--- config.mk ---
export PLATFORM = sky130hd
export DESIGN_NAME = phy_tx_scheduler
export DESIGN_NICKNAME = d
export VERILOG_FILES = /design/src/rtl/phy_tx_scheduler_pkg.sv /design/src/rtl/phy_rr_arbiter.sv /design/src/rtl/phy_tx_scheduler.sv
export VERILOG_INCLUDE_DIRS = /design/src /design/src/rtl
export SDC_FILE = /design/constraint.sdc
export NUM_CORES = 1
export LEC_CHECK = 0
export ABC_AREA = 0
export CAP_MARGIN = 20
export CORE_ASPECT_RATIO = 1.4
export CORE_MARGIN = 3
export CORE_UTILIZATION = 35
export DETAILED_ROUTE_END_ITERATION = 16
export PLACE_DENSITY = 0.71
export SYNTH_ARGS = -nofsm -noshare
export SYNTH_HDL_FRONTEND = slang
export SYNTH_SLANG_ARGS = --single-unit
--- constraint.sdc ---
create_clock -name clk_2f -period 7.4 [get_ports clk_2f]
set_clock_uncertainty 0.05 [all_clocks]
set_input_delay 1.48 -clock clk_2f [delete_from_list [all_inputs] [get_ports clk_2f]]
set_output_delay 1.48 -clock clk_2f [all_outputs]
set_load 0.01 [all_outputs]
--- src/rtl/phy_defs.vh ---
// Shared PHY symbol constants and scheduler state encoding.
`ifndef PHY_DEFS_VH
`define PHY_DEFS_VH
`define PHY_COM_WORD  32'hBCBC_BCBC
`define PHY_IDLE_WORD 32'h7C7C_7C7C
`define PHY_SKP_WORD  32'h1C1C_1C1C
`define PHY_ST_SYNC   1'b0
`define PHY_ST_ACTIVE 1'b1
`endif

--- src/rtl/phy_tx_scheduler_pkg.sv ---
// Types and constants shared by the PHY transmit scheduler and its arbiter.
package phy_tx_scheduler_pkg;
`include "phy_defs.vh"

  localparam logic [31:0] COM_WORD  = `PHY_COM_WORD;
  localparam logic [31:0] IDLE_WORD = `PHY_IDLE_WORD;
  localparam logic [31:0] SKP_WORD  = `PHY_SKP_WORD;

  typedef enum logic {
    ST_SYNC   = `PHY_ST_SYNC,
    ST_ACTIVE = `PHY_ST_ACTIVE
  } state_e;

  // One-hot source ownership, {b,a}.
  localparam logic [1:0] GNT_NONE = 2'b00;
  localparam logic [1:0] GNT_A    = 2'b01;
  localparam logic [1:0] GNT_B    = 2'b10;
endpackage

--- src/rtl/phy_rr_arbiter.sv ---
// Burst-limited round-robin grant between sources A and B; no grant in a SKP slot.
module phy_rr_arbiter
  import phy_tx_scheduler_pkg::*;
#(
  parameter int BURST_MAX = 4,
  parameter int BW        = 3
) (
  input  logic          valid_a_i,
  input  logic          valid_b_i,
  input  logic [1:0]    owner_i,
  input  logic          last_b_i,
  input  logic [BW-1:0] burst_cnt_i,
  input  logic          skp_due_i,
  output logic [1:0]    grant_o
);

  logic burst_open;
  assign burst_open = (burst_cnt_i < BW'(BURST_MAX));

  always_comb begin
    grant_o = GNT_NONE;
    if (!skp_due_i) begin
      case (owner_i)
        GNT_A: begin
          if (valid_a_i && burst_open) grant_o = GNT_A;
          else if (valid_b_i)          grant_o = GNT_B;
          else if (valid_a_i)          grant_o = GNT_A;
        end
        GNT_B: begin
          if (valid_b_i && burst_open) grant_o = GNT_B;
          else if (valid_a_i)          grant_o = GNT_A;
          else if (valid_b_i)          grant_o = GNT_B;
        end
        default: begin
          // No owner: a tie goes to whichever source was not served last.
          if (valid_a_i && valid_b_i) grant_o = last_b_i ? GNT_A : GNT_B;
          else if (valid_a_i)         grant_o = GNT_A;
          else if (valid_b_i)         grant_o = GNT_B;
        end
      endcase
    end
  end

endmodule

--- src/rtl/phy_tx_scheduler.sv ---
// PHY transmit scheduler: COM sync preamble, then arbitrated source words with
// periodic SKP insertion and IDLE fill, all registered with one-cycle latency.
module phy_tx_scheduler
  import phy_tx_scheduler_pkg::*;
#(
  parameter int BURST_MAX    = 4,
  parameter int SKP_INTERVAL = 16,
  parameter int SYNC_WORDS   = 4
) (
  input  logic        clk_2f,
  input  logic        reset,
  input  logic [31:0] data_a,
  input  logic [31:0] data_b,
  input  logic        valid_a,
  input  logic        valid_b,
  output logic        ready_a,
  output logic        ready_b,
  output logic [31:0] data_out,
  output logic        valid_out,
  output logic        kword_out,
  output logic [1:0]  grant_out,
  output logic        sync_done
);

  localparam int BW = $clog2(BURST_MAX + 1);
  localparam int KW = (SKP_INTERVAL > 1) ? $clog2(SKP_INTERVAL) : 1;
  localparam int SW = (SYNC_WORDS > 1) ? $clog2(SYNC_WORDS) : 1;
  localparam logic [KW-1:0] SKP_LAST   = KW'(SKP_INTERVAL - 1);
  localparam logic [SW-1:0] SYNC_LAST  = SW'(SYNC_WORDS - 1);
  localparam logic [BW-1:0] BURST_FULL = BW'(BURST_MAX);

  state_e        state_q, state_d;
  logic [SW-1:0] sync_cnt_q, sync_cnt_d;
  logic [KW-1:0] skp_cnt_q, skp_cnt_d;
  logic [BW-1:0] burst_cnt_q, burst_cnt_d;
  logic [1:0]    owner_q, owner_d;
  logic          last_b_q, last_b_d;
  logic [31:0]   data_q, data_d;
  logic          valid_q, valid_d;
  logic          kword_q, kword_d;
  logic [1:0]    grant_q, grant_d;
  logic          sync_done_q, sync_done_d;

  logic       active;
  logic       skp_due;
  logic [1:0] arb_grant;
  logic [1:0] grant;

  assign active  = (state_q == ST_ACTIVE);
  assign skp_due = active && (skp_cnt_q == SKP_LAST);

  phy_rr_arbiter #(
    .BURST_MAX (BURST_MAX),
    .BW        (BW)
  ) u_arb (
    .valid_a_i   (valid_a),
    .valid_b_i   (valid_b),
    .owner_i     (owner_q),
    .last_b_i    (last_b_q),
    .burst_cnt_i (burst_cnt_q),
    .skp_due_i   (skp_due),
    .grant_o     (arb_grant)
  );

  // Reset forces SYNC, so readies drop the instant reset asserts.
  assign grant   = active ? arb_grant : GNT_NONE;
  assign ready_a = grant[0];
  assign ready_b = grant[1];

  always_ff @(posedge clk_2f or negedge reset) begin
    if (!reset) begin
      state_q     <= ST_SYNC;
      sync_cnt_q  <= '0;
      skp_cnt_q   <= '0;
      burst_cnt_q <= '0;
      owner_q     <= GNT_NONE;
      last_b_q    <= 1'b1;
      data_q      <= '0;
      valid_q     <= 1'b0;
      kword_q     <= 1'b0;
      grant_q     <= GNT_NONE;
      sync_done_q <= 1'b0;
    end else begin
      state_q     <= state_d;
      sync_cnt_q  <= sync_cnt_d;
      skp_cnt_q   <= skp_cnt_d;
      burst_cnt_q <= burst_cnt_d;
      owner_q     <= owner_d;
      last_b_q    <= last_b_d;
      data_q      <= data_d;
      valid_q     <= valid_d;
      kword_q     <= kword_d;
      grant_q     <= grant_d;
      sync_done_q <= sync_done_d;
    end
  end

  always_comb begin
    state_d     = state_q;
    sync_cnt_d  = sync_cnt_q;
    skp_cnt_d   = skp_cnt_q;
    burst_cnt_d = burst_cnt_q;
    owner_d     = owner_q;
    last_b_d    = last_b_q;
    case (state_q)
      ST_SYNC: begin
        if (sync_cnt_q == SYNC_LAST) state_d = ST_ACTIVE;
        else                         sync_cnt_d = sync_cnt_q + 1'b1;
      end
      ST_ACTIVE: begin
        skp_cnt_d = skp_due ? '0 : skp_cnt_q + 1'b1;
        if (grant != GNT_NONE) begin
          owner_d     = grant;
          last_b_d    = grant[1];
          burst_cnt_d = (grant != owner_q || burst_cnt_q == BURST_FULL) ?
                        BW'(1) : burst_cnt_q + 1'b1;
        end else if (!skp_due) begin
          // An IDLE slot ends the burst; SKP slots leave it intact.
          owner_d     = GNT_NONE;
          burst_cnt_d = '0;
        end
      end
    endcase
  end

  always_comb begin
    data_d      = IDLE_WORD;
    valid_d     = 1'b0;
    kword_d     = 1'b1;
    grant_d     = GNT_NONE;
    sync_done_d = sync_done_q;
    case (state_q)
      ST_SYNC: data_d = COM_WORD;
      ST_ACTIVE: begin
        sync_done_d = 1'b1;
        if (skp_due) begin
          data_d = SKP_WORD;
        end else if (grant != GNT_NONE) begin
          data_d  = grant[1] ? data_b : data_a;
          valid_d = 1'b1;
          kword_d = 1'b0;
          grant_d = grant;
        end
      end
    endcase
  end

  assign data_out  = data_q;
  assign valid_out = valid_q;
  assign kword_out = kword_q;
  assign grant_out = grant_q;
  assign sync_done = sync_done_q;

endmodule

==> impl_metrics.csv <==
group,metric,value,unit
synthesis,synth-seq-cells,50,
cts,clockRootBuffer,"clkbuf_8",
synthesis,syn_area,2231,sq um
synthesis,synthCells,223,
global_routing,gr-total-overflow,0,
drt,vias,1930,
drt,vias_per_cell,4.849,
floorplanning,die-height,100.5,um
synthesis,yosys_warnings,0,
floorplanning,initial_core_util,37.01,%
synthesis,synth_seq_area_share,56.14,%
pwr,power.density,344.6,nW/um^2
sta,final_hold_viol_count,0,
layout,layout-drive-gt1-share,6.707,%
drt,post-route-drc-count,0,
sta,finalSetupViolCount,0,
critical_path,cp.required,5870,ps
cts,htreeDepth,2,
drt,postRouteAntennaNets,0,
floorplanning,io_pins,107,
floorplanning,die_area,7382,sq um
synthesis,syn-num-nets,297,
critical_path,crit_path_start_kind,"input port",
floorplanning,rows,33,
cts,cts_resized,0,
global_routing,grt_use_total,16.09,%
sta,setup_tns,0,ps
placement,port_buffers,106,
global_routing,antenna_found_initial,0,
sta,rsz0062_at_grt,"no",
cts,cts_hold_buf,0,
synthesis,synth-async-reset-ratio,100.0,%
cts,cts_tree,"done",
global_routing,grt_first_pass_wirelength,9232,um
drt,wirelength,5742,um
layout,final_common_cell,"clkdlybuf4s50_1",
critical_path,path_class,"in -> out",
critical_path,cp-end-kind,"output pin",
drt,wire_per_inst,14.43,um
drt,first_pass_iters,4,
layout,stdcell_count,398,
critical_path,reg2reg_depth,9,
sta,hold-worst-slack,415.5,ps
cts,clk_path_buf_depth,2,
status,outcome,"completed",
floorplanning,core,6028,sq um
layout,antenna_cells,0,
pwr,leakagePower,0.001471,uW
layout,final_cell_mix,"clkdlybuf4s50_1, nand2_1, dfrtp_1",
min_path,min_from,"sync_done$_DFFE_PN0P_",
layout,syn_to_final_growth,53.67,%
critical_path,r2r_start,"owner_q[1]$_DFFE_PN0P_",
synthesis,synth.distinct_cells,38,
critical_path,crit_path_max_fanout,37,
placement,routabilityCongestion,0.8919,
min_path,hold_path_class,"reg -> reg",
sta,slew_violations,0,
global_routing,grt_max_degree,51,
run,maxCapViolations,0,
critical_path,startpoint,"valid_a",
sta,period_share,75.04,%
pwr,ir_worst_vdd,0.1360,mV
min_path,hold_depth,1,
cts,post-cts-setup-buffers,0,
layout,finalNetCount,401,
synthesis,synth.top_cell.area_share,54.96,%
synthesis,synth_flop_cell,"dfrtp_1",
critical_path,cp.arrival,4020,ps
synthesis,synth_edf_count,0,
sta,max_freq,0.1801,GHz
sta,slew_headroom,36.12,%
placement,dp_hpwl,4234,um
placement,post-place-cells,390,
sta,worst_pin_slew,957.2,ps
cts,cts_buffers,5,
cts,clk_pin_slew_worst_paths,80,ps
drt,drt_iter0_drc,57,
cts,clock_sinks,50,
floorplanning,die_x,73.48,um
cts,clk-insertion-delay-late,300,ps
synthesis,ys_top_cells_by_area,"dfrtp_1, nand2_1, ha_1",
global_routing,grt_pass1_vias,1911,
synthesis,avgSynthCellArea,10.00,sq um
sta,period_needed,5553,ps
synthesis,yosys.area.top_type,"dfrtp_1",
==> synthesized netlist by cell type (2+ instances only) <==
| cell type | n |
|---|---|
| nand2_1 | 62 |
| dfrtp_1 | 49 |
| nand3_1 | 13 |
| a21oi_1 | 11 |
| inv_1 | 10 |
| o21ai_0 | 9 |
| a31oi_1 | 8 |
| clkbuf_1 | 7 |
| ha_1 | 6 |
| nor2_1 | 6 |
| mux2i_1 | 4 |
| buf_6 | 3 |
| mux2_2 | 3 |
| and3_1 | 2 |
| inv_2 | 2 |
| nand2b_1 | 2 |
| o21a_1 | 2 |
| o22ai_1 | 2 |
| or2_2 | 2 |
| xnor2_1 | 2 |
==> worst max-delay path: stages <==
cell,delay [ps]
clkdlybuf4s50_1,450
nand2b_1,140
o32ai_2,100
or4b_1,470
buf_4,280
inv_2,420
clkdlybuf4s50_1,640
==> metrics by stage <==
step	area [sq um]	total power, uW	utilization (%)	setup WS [ps]
finish	3428	1182	56.87	1847
CTS	3428	1199	56.87	1846
detailed placement	3322	1011	55.11	1856
global placement	3322	993.9	55.11	1898
global route	3428	1263	56.87	1720
floorplan	2231	745.6	-	3254
==> where the power goes <==
part	switching (uW)	internal, uW	total (uW)
Combinational	307	291	598
Clock	84.4	101	186
Sequential	30.1	368	398
==> flip-flops by register name, indices dropped and copies added (netlist names) <==
register     cells
active           1
burst_cnt_q      3
data_out        32
grant_out        2
kword_out        1
last_b_q         1
owner_q          2
skp_cnt_q        4
sync_cnt_q       2
sync_done        1
valid_out        1
==> path summary, 6_finish.rpt <==
path / end / slack [ps]
setup / recovery: ready_b / 1850
hold / removal: sync_done$_DFFE_PN0P_ / 420
setup reg to reg: data_out[15]$_DFF_PN0_ / 4370
hold reg to reg: sync_done$_DFFE_PN0P_ / 420
max in group asynchronous: active$_DFF_PN0_ / 5650
min in group asynchronous: sync_done$_DFFE_PN0P_ / 1230
==> cells by family after synthesis <==
logic type | Yosys count | share of synthesized area, %
AO/OA/AOI/OAI | 39 | 11.33
XOR/XNOR | 4 | 2.412
adder cells (fa/ha/maj) | 6 | 3.365
buffers and inverters | 23 | 5.048
flip-flops | 50 | 56.14
multiplexers | 7 | 3.309
AND/OR/NAND/NOR | 94 | 18.40
==> cell type report <==
type / count / area (sq um)
Inverter: 12 / 45.04
Tap cell: 70 / 87.58
Multi-Input combinational cell: 150 / 865.8
Timing Repair Buffer: 108 / 1071
Fill cell: 550 / 2600
Clock buffer: 7 / 76.32
Clock inverter: 1 / 30.03
Sequential cell: 50 / 1252
==> metal layers <==
layer | global-route usage (%) | routed length, um | vias up
li1 | - | - | 952
met1 | 19.73 | 2294 | 911
met2 | 27.46 | 3039 | 58
met3 | 3.293 | 303 | 9
met4 | 5.858 | 106 | 0
met5 | 0 | 0 | -
No activity file was read; power rests on OpenSTA's default activity.
==> patch 1: new RTL, config.mk and constraints unchanged <==
Set the parameter `SYNC_WORDS` to 8 (it was 4).
--- a/src/rtl/phy_tx_scheduler.sv
+++ b/src/rtl/phy_tx_scheduler.sv
@@ -5,7 +5,7 @@
 #(
   parameter int BURST_MAX    = 4,
   parameter int SKP_INTERVAL = 16,
-  parameter int SYNC_WORDS   = 4
+  parameter int SYNC_WORDS   = 8
 ) (
   input  logic        clk_2f,
   input  logic        reset,
Formal check against the unedited RTL: not equivalent (Yosys sat finds a counterexample within 10 cycles, from zero or initial values and one cycle with reset low).
==> patch 1 against the unedited design <==
  * Register-to-register slack got worse by 30 ps
  * Wire length up 0.42%
  * Critical path depth unchanged
  * Sequential cell count increased by 1
  * Die area up 2.0%
  * Maximum frequency fell by 0.10%
  * Setup slack worse by 5.7 ps
  * Total power shrank 0.68%
  * Cell area up 1.3%
  * Worst hold slack improved by 12 ps
  * Area after synthesis is 2.2% higher
  * Critical path type unchanged
  * Largest power group unchanged
==> patch 1: results (changes against the unedited design) <==
Run status:
- Result of the run: completed (unchanged).

Min path:
- The endpoint of the worst hold path is sync_done (unchanged).
- The classification of the worst-slack hold path is flop to flop (unchanged).

Logic synthesis:
- Most used standard cells in the synthesized netlist: 62 x sky130_fd_sc_hd__nand2_1, 50 x sky130_fd_sc_hd__dfrtp_1, 13 x sky130_fd_sc_hd__nand3_1, 11 x sky130_fd_sc_hd__a21oi_1, 10 x sky130_fd_sc_hd__inv_1 (was 62 x sky130_fd_sc_hd__nand2_1, 49 x sky130_fd_sc_hd__dfrtp_1, 13 x sky130_fd_sc_hd__nand3_1, 11 x sky130_fd_sc_hd__a21oi_1, 10 x sky130_fd_sc_hd__inv_1).
- The post-synthesis async set-or-reset flop share is 100% (unchanged).
- The number of standard cells after synthesis came to 226 (was 223).
- The count of unique library cells instantiated by Yosys is 38 (unchanged).
- The sequential-to-total area share from yosys stat was 56.0% (was 56.1%).
- The leading register cell type out of synthesis is sky130_fd_sc_hd__dfrtp_1 (unchanged).
- The synthesized net count came to 301 (was 297).
- Main area contributors after synthesis: sky130_fd_sc_hd__dfrtp_1 55%, sky130_fd_sc_hd__nand2_1 10%, sky130_fd_sc_hd__ha_1 3.8% (was sky130_fd_sc_hd__dfrtp_1 55%, sky130_fd_sc_hd__nand2_1 10%, sky130_fd_sc_hd__ha_1 3.4%).

Route:
- The first-iteration detailed-routing DRC count came to 78 (was 57).
- The via count normalized by instance count is 4.90 (was 4.85).
- The sum of routed wire length over all layers came to 5.77 mm (was 5.74 mm).
- The first-pass iteration count of the detailed router is 5 (was 4).

Clock tree:
- The clock-pin slew on the worst setup and hold paths is 80 ps (about the same).
- The clock root buffer is sky130_fd_sc_hd__clkbuf_8 (unchanged).
- The total of cells resized after clock tree synthesis came to 0 (unchanged).
- The total CTS buffers is 5 (unchanged).

Setup path:
- The arrival time reported for the critical path endpoint is 4030 ps (was 4020 ps).
- The endpoint of the worst-slack reg-to-reg timing path is data_out[7] (was data_out[15]).
- The length in cells of the worst reg-to-reg path is 9 (unchanged).
- The setup slack of the most critical reg-to-reg path is 4340 ps (was 4370 ps).

Global route:
- The via count of the first global-routing pass is 1957 (was 1911).
- The all-layer global routing usage was 15.7% (was 16.1%).
- The maximum number of pins on one net before global-route repair was 52 (was 51).
- The wire length of the first global-routing pass is 9.07 mm (was 9.23 mm).

Placed design:
- The weighted congestion reported at the end of routability-driven placement is 0.884 (was 0.892).
- The estimated wirelength of the detail-placed design is 4.36 mm (was 4.23 mm).

Final layout:
- The share of layout cells above drive strength 1 is 7.25% (was 6.71%).
- The filler-free cell count of the finished design is 403 (was 398).
- The number of flip-flops in the largest register was 32 (unchanged).
- The number of antenna cells inserted came to 0 (unchanged).
- The number of nets in the finished design is 405 (was 401).

Pwr:
- The static leakage power is 1.48 nW (was 1.47 nW).
- The worst ir drop on vdd is 0.161 mV (was 0.136 mV).
- The switching share of total power is 36.1% (was 35.6%).

STA:
- The slew of the pin with the lowest slew margin was 1000 ps (was 957 ps).
## patch 1: routing by layer
| metal | vias up | wire length, um | GRT usage (%) |
|---|---|---|---|
| met2 | 56 | 3140 | 28.4 |
| met5 | - | 0 | 0 |
| met1 | 946 | 2220 | 18.1 |
| li1 | 968 | - | - |
| met4 | 0 | 83 | 4.66 |
| met3 | 6 | 319 | 3.48 |
## patch 1: power groups by stage
stage	sequential [W]	clock [W]	combinational [W]
floorplan	0.000448	0	0.000303
global placement	0.000405	0	0.000600
detailed placement	0.000409	0	0.000615
CTS	0.000403	0.000174	0.000618
global route	0.000411	0.000185	0.000664
finish	0.000401	0.000167	0.000605
## patch 1: logic make-up after synthesis
group,Yosys count,synth area share [%]
AO/OA/AOI/OAI,39,11.1
XOR/XNOR,4,2.36
adder cells (fa/ha/maj),7,3.84
buffers and inverters,23,4.94
flip-flops,51,56.0
multiplexers,8,3.73
AND/OR/NAND/NOR,94,18.0
## patch 1: worst max-delay path by stage
stage,end,start
floorplan,ready_b,valid_a
global placement,ready_b,valid_a
detailed placement,ready_b,valid_a
CTS,ready_b,valid_a
global route,ready_b,valid_a
finish,ready_b,valid_a
## patch 1: layout make-up
type | instances | area, um2
repair buffers | 108 | 1070
fillers | 582 | 2780
inverters | 12 | 45.0
flip-flops and latches | 51 | 1280
multi-input cells | 152 | 890
clock buffers | 8 | 100
well taps | 72 | 90.1
## patch 1: metrics by stage
| step | total power (W) | area (um2) | hold WS (ps) | setup WS (ps) |
|---|---|---|---|---|
| after CTS | 0.00119 | 3470 | 431 | 1830 |
| after global routing | 0.00126 | 3470 | 437 | 1700 |
| after global placement | 0.00101 | 3370 | 407 | 1890 |
| after detailed placement | 0.00102 | 3370 | 409 | 1840 |
| final | 0.00117 | 3470 | 428 | 1840 |
| after floorplan | 0.000751 | 2280 | 398 | 3250 |
## patch 1: worst max-delay path: stages
cell and delay [ps]:
sky130_fd_sc_hd__clkdlybuf4s50_1 450, sky130_fd_sc_hd__nand2b_1 100, sky130_fd_sc_hd__a211oi_1 110, sky130_fd_sc_hd__or4b_1 510
sky130_fd_sc_hd__buf_4 280, sky130_fd_sc_hd__inv_2 430, sky130_fd_sc_hd__clkdlybuf4s50_1 630
==> patch 2: new RTL, same flow settings <==
Made on the original files. Register the output `sync_done` once more, with the module's reset; this adds one clock of latency there. The other outputs are not delayed to match.
--- a/src/rtl/phy_tx_scheduler.sv
+++ b/src/rtl/phy_tx_scheduler.sv
@@ -149,7 +149,13 @@
   assign valid_out = valid_q;
   assign kword_out = kword_q;
   assign grant_out = grant_q;
-  assign sync_done = sync_done_q;
+  always_ff @(posedge clk_2f or negedge reset) begin
+    if (!reset) begin
+      sync_done <= '0;
+    end else begin
+      sync_done <= sync_done_q;
+    end
+  end
 
 endmodule
 
Function: changed (a bounded check fails within 10 cycles, from zero or initial values and one cycle with reset low).
==> patch 2 against the unedited design <==
  * Total power is 2.1% higher
  * Cell area is 2.2% lower
  * Sequential cell count is 1 higher
  * Worst hold slack worse by 78 ps
  * Area after synthesis is 3.9% lower
  * Cell count is 13% lower
  * Wire length is 0.77% lower
  * Setup slack better by 380 ps
  * Largest cell class unchanged
  * Highest routed layer unchanged
==> patch 2: results (changes against the unedited design) <==
Run status:
- Result of the run: completed (unchanged).

Final layout:
- The total number of multi-input combinational cells was 96 (was 150).
- The portion of the layout cell area used by clock cells is 3.06% (was 3.10%).
- The number of nets in the finished design is 350 (was 401).
- The non-clock buffer share of cell area is 31.9% (was 31.2%).
- The count of fill cells added during filler insertion is 528 (was 550).
- The sequential share of cell area is 38.1% (was 36.5%).
- The share of layout cells above drive strength 1 came to 9.42% (was 6.71%).

Logic synthesis:
- The flop and latch count out of synthesis is 51 (was 50).
- The complex-gate fraction of the synthesized area is 22.1% (was 11.3%).
- The synthesized net count is 244 (was 297).
- The sequential-to-total area share from yosys stat is 59.6% (was 56.1%).
- The mux cell area share after synthesis was 0.992% (was 3.31%).
- Main area contributors after synthesis: sky130_fd_sc_hd__dfrtp_1 58%, sky130_fd_sc_hd__o22a_1 4.9%, sky130_fd_sc_hd__o221a_2 4.2% (was sky130_fd_sc_hd__dfrtp_1 55%, sky130_fd_sc_hd__nand2_1 10%, sky130_fd_sc_hd__ha_1 3.4%).
- Most used standard cells in the synthesized netlist: 50 x sky130_fd_sc_hd__dfrtp_1, 13 x sky130_fd_sc_hd__inv_1, 12 x sky130_fd_sc_hd__nand2_1, 12 x sky130_fd_sc_hd__o22a_1 (was 62 x sky130_fd_sc_hd__nand2_1, 49 x sky130_fd_sc_hd__dfrtp_1, 13 x sky130_fd_sc_hd__nand3_1, 11 x sky130_fd_sc_hd__a21oi_1, 10 x sky130_fd_sc_hd__inv_1).
- The post-synthesis average cell area is 12.6 um2 (was 10.0 um2).

Pwr:
- The worst ir drop on vdd is 0.125 mV (was 0.136 mV).
- The design internal power was 0.000811 W (was 0.000760 W).
- The static leakage power is 1.39 nW (was 1.47 nW).
- For the clock group, total power comes out at around 0.00019 W.
- The proportion of power drawn by combinational gates is 49.3% (was 50.6%).

Global route:
- The via count of the first global-routing pass is 1807 (was 1911).
- The maximum number of pins on one net before global-route repair is 52 (was 51).
- The all-layer global routing usage was 16.5% (was 16.1%).
- The wire length of the first global-routing pass came to 9.30 mm (was 9.23 mm).

Route:
- The sum of routed wire length over all layers is 5.70 mm (was 5.74 mm).
- The routed length per instance is 16.5 um (was 14.4 um).
- The via count normalized by instance count is 5.11 (was 4.85).
- The first-iteration detailed-routing DRC count is 102 (was 57).

Setup path:
- The arrival time reported for the critical path endpoint is 3640 ps (was 4020 ps).
- The length in cells of the worst reg-to-reg path is 7 (was 9).
- The worst reg2reg path startpoint is owner_q[0] (was owner_q[1]).
- The maximum fanout count along the critical path is 25 (was 37).

Min path:
- The hold path depth was 0 (was 1).
- The source of the worst hold timing path was sync_done_q (was sync_done).
- The endpoint of the worst hold path is sync_done (unchanged).

STA:
- The post-route worst setup slack is 2230 ps (was 1850 ps).
- The max-slew headroom at the worst pin was 34.0% (was 36.1%).

Placed design:
- The estimated wirelength of the detail-placed design came to 4.25 mm (was 4.23 mm).
- The weighted congestion reported at the end of routability-driven placement was 0.875 (was 0.892).
- The number of instances in the placed design was 339 (was 390).
patch 2: stage by stage:
step | hold WS (ps) | total power [W] | area, um2 | utilization [%]
6_report | 337 | 0.00121 | 3350 | 56.8
2_1_floorplan | 296 | 0.000736 | 2140 | -
3_5_place_dp | 319 | 0.00103 | 3250 | 55.1
5_1_grt | 348 | 0.00128 | 3350 | 56.8
4_1_cts | 341 | 0.00122 | 3350 | 56.8
3_3_place_gp | 309 | 0.00102 | 3250 | 55.1
patch 2: worst max-delay path: stages:
cell,delay (ps)
sky130_fd_sc_hd__clkdlybuf4s50_1,500
sky130_fd_sc_hd__nor4bb_1,180
sky130_fd_sc_hd__a31oi_1,290
sky130_fd_sc_hd__nand4_2,130
sky130_fd_sc_hd__buf_4,250
sky130_fd_sc_hd__inv_2,220
sky130_fd_sc_hd__clkdlybuf4s50_1,580
patch 2: layer usage:
layer	wire (um)	vias up	global-route usage, %
li1	-	841	-
met1	2160	854	19.9
met2	3160	64	29.8
met3	291	9	2.45
met4	85	0	4.92
met5	0	-	0
